<file path="src/rtl/mem_arbiter.sv">
`default_nettype none
// ============================================================================
//  Module   : mem_arbiter
//  Purpose  : Shares one word-addressed memory port between two requesters.
//             Master 0 is the CPU core, master 1 is a DMA/debug requester.
//             Arbitration is round-robin. A granted owner may assert lock to
//             keep the port for up to MAX_LOCK consecutive cycles while the
//             other master waits. A change of ownership costs one cycle.
//  Revision : 1.0 - initial release
// ----------------------------------------------------------------------------
//  Parameters
//    MAX_LOCK   : max consecutive locked cycles for one owner (>= 1)
//    STAT_WIDTH : statistics counter width (only with MEM_ARB_STATS_EN)
//  Ports
//    clk, rst                : clock (rising edge), sync active-low reset
//    mN_req / mN_lock        : access request / keep ownership next cycle
//    mN_address/_wdata/_write_enable : word address, write data, byte enables
//    mN_gnt                  : access performed this cycle
//    mN_rdata                : read data, valid while mN_gnt is high
//    mem_address/_in/_write_enable   : memory-side request
//    mem_out                 : memory read data (combinational)
//    stat_*                  : saturating statistics counters, present only
//                              when MEM_ARB_STATS_EN is defined
//  Optional feature macro : MEM_ARB_STATS_EN
// ============================================================================
module mem_arbiter #(
    parameter int MAX_LOCK   = 4
`ifdef MEM_ARB_STATS_EN
    ,
    parameter int STAT_WIDTH = 16
`endif
) (
    input  logic                  clk,
    input  logic                  rst,
    input  logic                  m0_req,
    input  logic                  m0_lock,
    input  logic [29:0]           m0_address,
    input  logic [31:0]           m0_wdata,
    input  logic [3:0]            m0_write_enable,
    output logic                  m0_gnt,
    output logic [31:0]           m0_rdata,
    input  logic                  m1_req,
    input  logic                  m1_lock,
    input  logic [29:0]           m1_address,
    input  logic [31:0]           m1_wdata,
    input  logic [3:0]            m1_write_enable,
    output logic                  m1_gnt,
    output logic [31:0]           m1_rdata,
`ifdef MEM_ARB_STATS_EN
    output logic [STAT_WIDTH-1:0] stat_m0_grants,
    output logic [STAT_WIDTH-1:0] stat_m1_grants,
    output logic [STAT_WIDTH-1:0] stat_conflicts,
`endif
    output logic [29:0]           mem_address,
    output logic [31:0]           mem_in,
    output logic [3:0]            mem_write_enable,
    input  logic [31:0]           mem_out
);

    localparam int               c_LCW        = $clog2(MAX_LOCK + 1);
    localparam logic [c_LCW-1:0] c_LOCK_LIMIT = c_LCW'(MAX_LOCK - 1);

    // Owner encoding
    localparam logic [1:0] c_OWN_NONE = 2'd0;
    localparam logic [1:0] c_OWN_M0   = 2'd1;
    localparam logic [1:0] c_OWN_M1   = 2'd2;

    logic [1:0]       r_owner;
    logic             r_last_served;   // 0 = M0, 1 = M1
    logic [c_LCW-1:0] r_lock_count;

    logic             w_gnt0;
    logic             w_gnt1;
    logic             w_last_eff;
    logic             w_hold;
    logic [1:0]       w_arb_owner;

    // A grant needs ownership and a live request; reset masks everything.
    assign w_gnt0 = rst & (r_owner == c_OWN_M0) & m0_req;
    assign w_gnt1 = rst & (r_owner == c_OWN_M1) & m1_req;

    assign m0_gnt   = w_gnt0;
    assign m1_gnt   = w_gnt1;
    assign m0_rdata = mem_out;
    assign m1_rdata = mem_out;

    // Address/data follow the owner; with no owner they come from master 0.
    assign mem_address = (r_owner == c_OWN_M1) ? m1_address : m0_address;
    assign mem_in      = (r_owner == c_OWN_M1) ? m1_wdata   : m0_wdata;

    always_comb begin
        mem_write_enable = 4'b0000;
        if (w_gnt0) begin
            mem_write_enable = m0_write_enable;
        end else if (w_gnt1) begin
            mem_write_enable = m1_write_enable;
        end
    end

    // The round-robin decision must see this cycle's grant, otherwise a
    // master served now would still look "not last served" at this edge
    // and win the next tie too.
    assign w_last_eff = w_gnt1 ? 1'b1 : (w_gnt0 ? 1'b0 : r_last_served);

    // Lock only extends an ownership that actually produced a grant.
    assign w_hold = ((w_gnt0 & m0_lock) | (w_gnt1 & m1_lock))
                    & (r_lock_count < c_LOCK_LIMIT);

    always_comb begin
        w_arb_owner = c_OWN_NONE;
        if (m0_req && m1_req) begin
            w_arb_owner = w_last_eff ? c_OWN_M0 : c_OWN_M1;
        end else if (m0_req) begin
            w_arb_owner = c_OWN_M0;
        end else if (m1_req) begin
            w_arb_owner = c_OWN_M1;
        end
    end

    always_ff @(posedge clk) begin
        if (!rst) begin
            r_owner       <= c_OWN_NONE;
            r_last_served <= 1'b1;          // M0 wins the first tie
            r_lock_count  <= '0;
        end else begin
            if (w_gnt0 || w_gnt1) begin
                r_last_served <= w_last_eff;
            end
            if (w_hold) begin
                r_lock_count <= r_lock_count + c_LCW'(1);
            end else begin
                r_lock_count <= '0;
                r_owner      <= w_arb_owner;
            end
        end
    end

`ifdef MEM_ARB_STATS_EN
    logic w_conflict;

    // Both want the port and exactly one got it.
    assign w_conflict = m0_req & m1_req & (w_gnt0 ^ w_gnt1);

    always_ff @(posedge clk) begin
        if (!rst) begin
            stat_m0_grants <= '0;
            stat_m1_grants <= '0;
            stat_conflicts <= '0;
        end else begin
            if (w_gnt0 && (stat_m0_grants != '1)) begin
                stat_m0_grants <= stat_m0_grants + STAT_WIDTH'(1);
            end
            if (w_gnt1 && (stat_m1_grants != '1)) begin
                stat_m1_grants <= stat_m1_grants + STAT_WIDTH'(1);
            end
            if (w_conflict && (stat_conflicts != '1)) begin
                stat_conflicts <= stat_conflicts + STAT_WIDTH'(1);
            end
        end
    end
`endif

endmodule
`default_nettype wire

</file>
<file path="config.mk">
export PLATFORM = sky130hd
export DESIGN_NAME = mem_arbiter
export DESIGN_NICKNAME = d
export VERILOG_FILES = /design/src/rtl/mem_arbiter.sv
export SDC_FILE = /design/constraint.sdc
export NUM_CORES = 1
export LEC_CHECK = 0
export CORE_AREA = 5 5 115 117
export DETAILED_ROUTE_END_ITERATION = 6
export DIE_AREA = 0 0 120 122
export HOLD_SLACK_MARGIN = 0.05
export MAX_ROUTING_LAYER = met4
export PLACE_DENSITY_LB_ADDON = 0.3
export SYNTH_ARGS = -nofsm -noshare
export SYNTH_HDL_FRONTEND = slang
export SYNTH_SLANG_ARGS = --single-unit
export TNS_END_PERCENT = 1
</file>
<file path="constraint.sdc">
create_clock -name clk -period 1.7 [get_ports clk]
set_input_delay 0.34 -clock clk [delete_from_list [all_inputs] [get_ports clk]]
set_output_delay 0.34 -clock clk [all_outputs]
set_load 0.02 [all_outputs]
</file>
-- Yosys cells after proc, flatten, opt, wreduce, memory -nomap -nowiden
Index checks and enable logic that the tools add are counted.
- add/sub/neg operators: 1
- magnitude comparators: 1
- equal/unequal tests: 2
- mux-type cells: 10
- bitwise logic cells: 8
- reduce and logical (&&, ||, !) cells: 3
- operators by type and width (cell ; number):
    $mux W32 ; 1
    $mux W30 ; 1
    $mux W2 ; 4
    $mux W4 ; 2
    $and A1 B1 Y1 ; 7
    $add A3 B1 Y3 const B ; 1
    $lt A3 B2 Y1 const B ; 1
    $eq A2 B1 Y1 const B ; 1
    $eq A2 B2 Y1 const B ; 1
    $mux W1 ; 2
    $reduce_and A2 Y1 ; 1
    $logic_and A1 B1 Y1 ; 1
    $logic_or A1 B1 Y1 ; 1
    $or A1 B1 Y1 ; 1
- register bits after elaboration: 6
- output and inout bits: 132

-- Logic depth before layout (Yosys ltp)
Gate-level depths: netlist of run 1.
- depth in word-level cells: 7
- mapped depth: 4

-- Least setup slack after synthesis of run 1
Ideal clock, no wire load.
- path type: reg2out
- start: register r_owner[0]
- end: output port mem_address[0]
- arrival: 1089 ps
- setup slack: 271 ps
- cell stages (with the launch flop): 5
- path buffers: 2
- cells stage by stage: dfxtp_1 -> nand2b_1 -> buf_6 -> buf_6 -> mux2_4
- longest elaborated chain between the ends: 2
- ends and longest elaborated chain (what ; RTL line ; text):
    start: declaration ; 68 ; logic [1:0] r_owner;
    start signal: assignment ; 122 ; r_owner <= c_OWN_NONE;
    start signal: assignment ; 133 ; r_owner <= w_arb_owner;
    $eq A2 B2 Y1 ; 88 ; assign mem_address = (r_owner == c_OWN_M1) ? m1_address : m0_address;
    $mux W30 ; 88 ;
    end: declaration ; 54 ; output logic [29:0] mem_address,
Every way passes these cells.

-- Worst setup path in the final report of run 1
- start: register r_owner[0]
- end: output port mem_address[2]
The elaborated chain is that of the path after synthesis.

==> metrics.csv, run 1 <==
stage;metric;value;unit
outcome;status;finished, violations left;
outcome;failing checks;setup timing;
global_routing;first-pass GRT wire length;11290;um
timing;slew margin rel.;82.58;%
critical_path;FF-to-FF Start;r_owner[1];
yosys;ys flop type;dfxtp_1;
drt;Vias;1755;
run;Max-Cap Viols;0;
pwr;Final Power;1.699;mW
timing;clk_skew;0.00009696;ns
pwr;Worst VDD drop;0.2639;mV
finish;commonest non-fill, non-tap cell in the layout;clkdlybuf4s50_1;
critical_path;Max FO, Critical Path;5;
floorplan;Starting Density;14.92;%
drt;routed len/inst;17.33;um
timing;Final Slew Violations;0;
timing;Fmax;564.4;MHz
floorplan;Die Width;120;um
yosys;Syn Inst Count;166;
finish;Layout Utilization;31.85;%
yosys;Synth Cell Area;1829;um^2
yosys;Seq/Total Area, Yosys;6.566;%
clock_tree;clk slew on worst S/H paths;0.03;ns
yosys;fraction of registers with async set/reset;0;%
pwr;Reg power frac;8.9;%
clock_tree;clock buffer depth;2;
floorplan;# IOs;302;
pwr;Switching Fraction;28.52;%
yosys;number of library cell types mapped by synthesis;23;
timing;setup violators final;66;
min_path;Hold Crit Class;reg2reg;
pwr;combinational share of power;69.3;%
floorplan;core footprint;12260;um^2
global_routing;gr usage total;10.15;%
drt;Routed Wire Length;8215;um
min_path;Hold Crit Start;r_lock_count[2];
timing;final hold vios;0;
finish;layout cell share with drive strength beyond 1;52.16;%
clock_tree;Clk Latency, worst-skew pair;0.22;ns
drt;post-DR vias/cell;3.703;
yosys;Syn. warnings;0;
finish;most frequent cells in the layout;135 x clkdlybuf4s50_1, 60 x mux2_4, 60 x buf_6;
pwr;Leakage;1.878;nW
yosys;syn_nets;337;
critical_path;Startpoint Class;flop;
pwr;Psw;484.5;uW
clock_tree;total clock sinks;6;
yosys;Post-synth EDFFs;0;
drt;Antenna Violating Nets Remaining;0;
timing;Worst Tran Pin Value;0.2612;ns
placed_design;number of port buffers;205;
global_routing;largest net degree at the start of global routing;11;
clock_tree;CTS tree;yes;
critical_path;Critical Path Start;r_owner[0];
drt;1st-pass router iterations;4;
finish;Final #Nets;497;
yosys;Seq cells post-synth;6;
timing;RSZ-0062 raised after global routing;true;
placed_design;setup slack after placement;-0.5809;ns
critical_path;Critical Path RT;1.36;ns
finish;# diodes;0;
global_routing;Overflow after GRT;0;
clock_tree;CTS buffer count;3;
timing;final worst setup slack;-0.07186;ns
drt;drt drc;0;
critical_path;Setup CP Type;reg2out;
floorplan;Die ar.;14640;um^2
global_routing;initial antenna violation count;0;
pwr;power share of the clock group;21.8;%
critical_path;Worst setup EP type;primary output;
finish;Area Overhead vs Synth;113.5;%
clock_tree;Root Buffer;clkbuf_16;
placed_design;global placer's final weighted congestion;0.7643;
placed_design;Final HPWL DP;6827;um
floorplan;row count;41;
pwr;Power Density;435.0;nW/um^2
timing;minimum clock period;1.772;ns
yosys;syn_area_per_cell;11.02;um^2
global_routing;vias in the first global route;1930;
critical_path;CP Data Arrival Time;1.43;ns
timing;fin crit share;104.2;%
drt;DR iter-0 viols;35;
floorplan;Die Height;122;um
clock_tree;H-tree depth;1;
pwr;Cell Int Power;1.214;mW
-- layer usage --
metal	up-vias	GRT usage, %	share of wire (%)
li1	837	-	-
met1	797	10.14	36
met2	115	18.41	52
met3	6	5.200	12
met4	0	1.002	0.16
met5	-	-	0
-- final timing paths --
check / endpoint / slack [ns] / cells past startpoint
max reg2reg: r_lock_count[1] / 0.30 / 5
max: mem_address[2] / -0.07 / 5
min reg2reg: r_lock_count[0] / 0.43 / 1
min: r_lock_count[0] / 0.43 / 1
-- sequential cells by signal (all words and copies together) (netlist names) --
signal and count:
r_last_served 1, r_lock_count 3, r_owner 2
-- layout make-up --
class / instances / area, um^2
fillers: 1260 / 8356
repair buffers: 228 / 2382
multi-input cells: 86 / 1134
well taps: 150 / 187.7
flip-flops and latches: 6 / 122.6
clock buffers: 3 / 75.07
inverters: 1 / 3.754
-- per-stage QoR --
step	setup TNS, ns	hold slack (ns)	cells	area (um^2)
final	-3.377	0.4322	474	3905
after global placement	-19.47	0.4099	460	3620
after floorplan	0	0.4022	166	1829
after CTS	-7.032	0.4334	473	3805
after global routing	-6.086	0.4588	474	3905
after detailed placement	-20.11	0.4192	460	3620
-- worst max-delay path, cell delays in order, from the launching register on --
cell       delay [ns]
dfxtp_2          0.31
nand2b_4         0.16
buf_6            0.15
clkbuf_16        0.16
mux2_4           0.30
buf_6            0.13
-- cells in the mapped netlist (all sizes together) (2+ instances only) --
| cell | number | area [um^2] |
|---|---|---|
| buf | 73 | 581.8 |
| mux2 | 62 | 923.4 |
| a21oi | 2 | 10.01 |
| and2b | 2 | 17.52 |
| and4b | 2 | 20.02 |
| dfxtp | 6 | 120.1 |
| a22o | 4 | 40.04 |
| and3b | 2 | 17.52 |
-- logic make-up after synthesis --
group | after synthesis | synth area share, %
buffers and inverters | 74 | 32.01
muxes | 62 | 50.48
and+or+nand+nor | 12 | 5.130
AOI/OAI and AO/OA | 11 | 5.130
DFF | 6 | 6.567
adders and majority gates | 1 | 0.6839
-- timing repair --
| item | in CTS | in global routing |
|---|---|---|
| gates resized for setup | 368 | 31 |
| cloned | 3 | 1 |
| setup endpoints to repair | 68 | 66 |
| setup buffers | 7 | 1 |
| pin swaps | 2 | 3 |
| hold buffers | 0 | 0 |
-- power groups by stage --
stage	combinational, mW	sequential [mW]	clock, mW
finish	1.18	0.151	0.370
global route	1.23	0.152	0.389
CTS	1.16	0.151	0.377
detailed placement	1.09	0.152	0
global placement	1.09	0.152	0
floorplan	0.699	0.152	0
Note: power is estimated with default switching activity, not from simulation.
==> run 2: changes to the inputs <==
Settings changed: CORE_AREA 5 5 115 117 to 5 5 114 116, DIE_AREA 0 0 120 122 to 0 0 119 121.
Clock period 1.7 ns to 2.2 ns, I/O delays scaled along.
==> metrics.csv, run 2 (synthesis gave the netlist of run 1 again) <==
stage;metric;value;unit;change
clock_tree;H-tree depth;1;;unchanged
timing;clk_skew;0.0005440;ns;+0.0004470 ns
drt;1st-pass router iterations;4;;unchanged
finish;Top Registers;r_lock_count: 3 flops, r_owner: 2 flops, r_last_served: 1 flops;;
min_path;Hold Crit Class;reg2reg;;
placed_design;setup slack after placement;-0.3121;ns;+0.2689 ns
run;Max-Cap Viols;0;;unchanged
critical_path;Critical Path RT;1.76;ns;+0.40 ns
finish;commonest non-fill, non-tap cell in the layout;clkdlybuf4s50_1;;
floorplan;Starting Density;15.49;%;+0.57 points
critical_path;worst-path cell chain;clkdlybuf4s50_1, and4b_2, a22o_2, clkdlybuf4s15_1;;
clock_tree;Root Buffer;clkbuf_16;;
drt;routed len/inst;17.43;um;+0.56%
clock_tree;clock buffer depth;2;;unchanged
finish;most frequent cells in the layout;138 x clkdlybuf4s50_1, 61 x dlygate4sd2_1, 60 x mux2_4;;
clock_tree;Post-CTS Hold Buffers;0;;unchanged
floorplan;row count;40;;-2.4%
global_routing;vias in the first global route;1874;;-2.9%
critical_path;Worst setup EP type;primary output;;
timing;Worst Tran Pin Value;0.2793;ns;+0.01809 ns
critical_path;Max FO, Critical Path;5;;unchanged
drt;DR iter-0 viols;45;;+29%
floorplan;Die Height;121;um;-0.82%
outcome;status;finished, final reports clean;;
global_routing;largest net degree at the start of global routing;21;;+10
finish;final cell count without fillers;457;;-3.6%
global_routing;Overflow after GRT;0;;unchanged
global_routing;first-pass GRT wire length;11590;um;+2.6%
drt;drt drc;0;;unchanged
timing;RSZ-0062 raised after global routing;false;;
pwr;Leakage;1.710;nW;-9.0%
timing;fin crit share;98.20;%;
critical_path;Startpoint Class;input port;;
clock_tree;CTS buffer count;3;;unchanged
critical_path;max incr delay on CP;0.45;ns;+0.14 ns
timing;Fmax;462.9;MHz;
pwr;Worst VDD drop;0.1474;mV;-44%
drt;Vias;1717;;-2.2%
placed_design;global placer's final weighted congestion;0.7611;;-0.42%
finish;layout cell share with drive strength beyond 1;28.06;%;-24 points
global_routing;gr usage total;10.45;%;+0.29 points
timing;slew margin rel.;81.45;%;-1.1 points
critical_path;CP Data Arrival Time;1.72;ns;+0.29 ns
clock_tree;clk slew on worst S/H paths;0.03;ns;about the same
global_routing;initial antenna violation count;0;;unchanged
placed_design;Final HPWL DP;6950;um;+1.8%
finish;Layout Utilization;30.40;%;-1.4 points
finish;Final #Nets;483;;-2.8%
pwr;Power Density;327.2;nW/um^2;-25%
finish;register name with the most flops;r_lock_count;;
timing;minimum clock period;2.160;ns;
timing;final hold vios;0;;unchanged
timing;setup violators final;0;;-100%
finish;max reg flops;3;;unchanged
drt;Routed Wire Length;7965;um;-3.0%
drt;Antenna Violating Nets Remaining;0;;unchanged
clock_tree;post-CTS setup buffer count;0;;-7
critical_path;Worst path slowest cell;clkdlybuf4s50_1;;
timing;final worst setup slack;0.03952;ns;+0.1114 ns
placed_design;Inst Count DP;454;;-1.3%
clock_tree;CTS tree;yes;;
finish;Area Overhead vs Synth;96.31;%;
placed_design;number of port buffers;205;;unchanged
critical_path;Setup CP Type;in2out;;
timing;Final Slew Violations;0;;unchanged
pwr;Final Power;1.175;mW;-31%
clock_tree;Clk Latency, worst-skew pair;0.23;ns;about the same
floorplan;# IOs;302;;unchanged
clock_tree;total clock sinks;6;;unchanged
floorplan;Die ar.;14400;um^2;-1.6%
floorplan;Die Width;119;um;-0.83%
floorplan;core footprint;11810;um^2;-3.7%
finish;# diodes;0;;unchanged
drt;post-DR vias/cell;3.757;;+1.5%
run 2: cell type report:
cell class	count	area, um^2
Timing Repair Buffer	214	2074
Tap cell	147	183.9
Inverter	1	3.754
Sequential cell	6	120.1
Multi-Input combinational cell	86	1134
Clock buffer	3	75.07
Fill cell	1247	8220
run 2: path summary, 6_finish.rpt:
check / from / end / slack, ns / depth (start not counted)
worst min register to register: r_lock_count[2] / r_lock_count[0] / 0.43 / 1
worst max register to register: r_owner[0] / r_owner[0] / 0.79 / 5
worst min-delay path: r_lock_count[2] / r_lock_count[0] / 0.43 / 1
worst max-delay path: m1_req / mem_write_enable[0] / 0.04 / 4
run 2: worst max-delay path: cells and delay by family:
family | cells | cell delay (ns)
AND/OR/NAND/NOR | 1 | 0.28
buffers and inverters | 2 | 0.74
AO/OA/AOI/OAI | 1 | 0.27
run 2: power by group:
part | switching (mW) | internal, mW
sequential | 0.00368 | 0.114
clock | 0.0589 | 0.233
combinational | 0.289 | 0.477
total | 0.351 | 0.824
run 2: layer usage:
layer	routed length [um]	GRT usage (%)	vias up
met1	2979	11.26	787
met3	859	4.196	5
li1	-	-	806
met2	4090	18.54	119
met4	35	1.448	0
met5	0	-	-
run 2: timing repair:
| item | 4_1_cts | 5_1_grt |
|---|---|---|
| pin swaps | 1 | 0 |
| endpoints found under the hold margin | 0 | 0 |
| resized for setup | 70 | 8 |
| endpoints found under the setup margin | 67 | 6 |
run 2: through the flow:
step / setup TNS, ns / cell area, um^2 / hold WS, ns
6_report: 0 / 3591 / 0.4259
5_1_grt: 0 / 3591 / 0.4458
4_1_cts: 0 / 3593 / 0.4335
3_5_place_dp: -1.810 / 3596 / 0.4289
3_3_place_gp: -1.674 / 3596 / 0.4105
2_1_floorplan: 0 / 1829 / 0.4022
==> run 3: changes to the inputs <==
Settings changed: SLEW_MARGIN from default to 20.
==> results of run 3 <==
Final layout, timing and power as in run 2 (identical DEF).
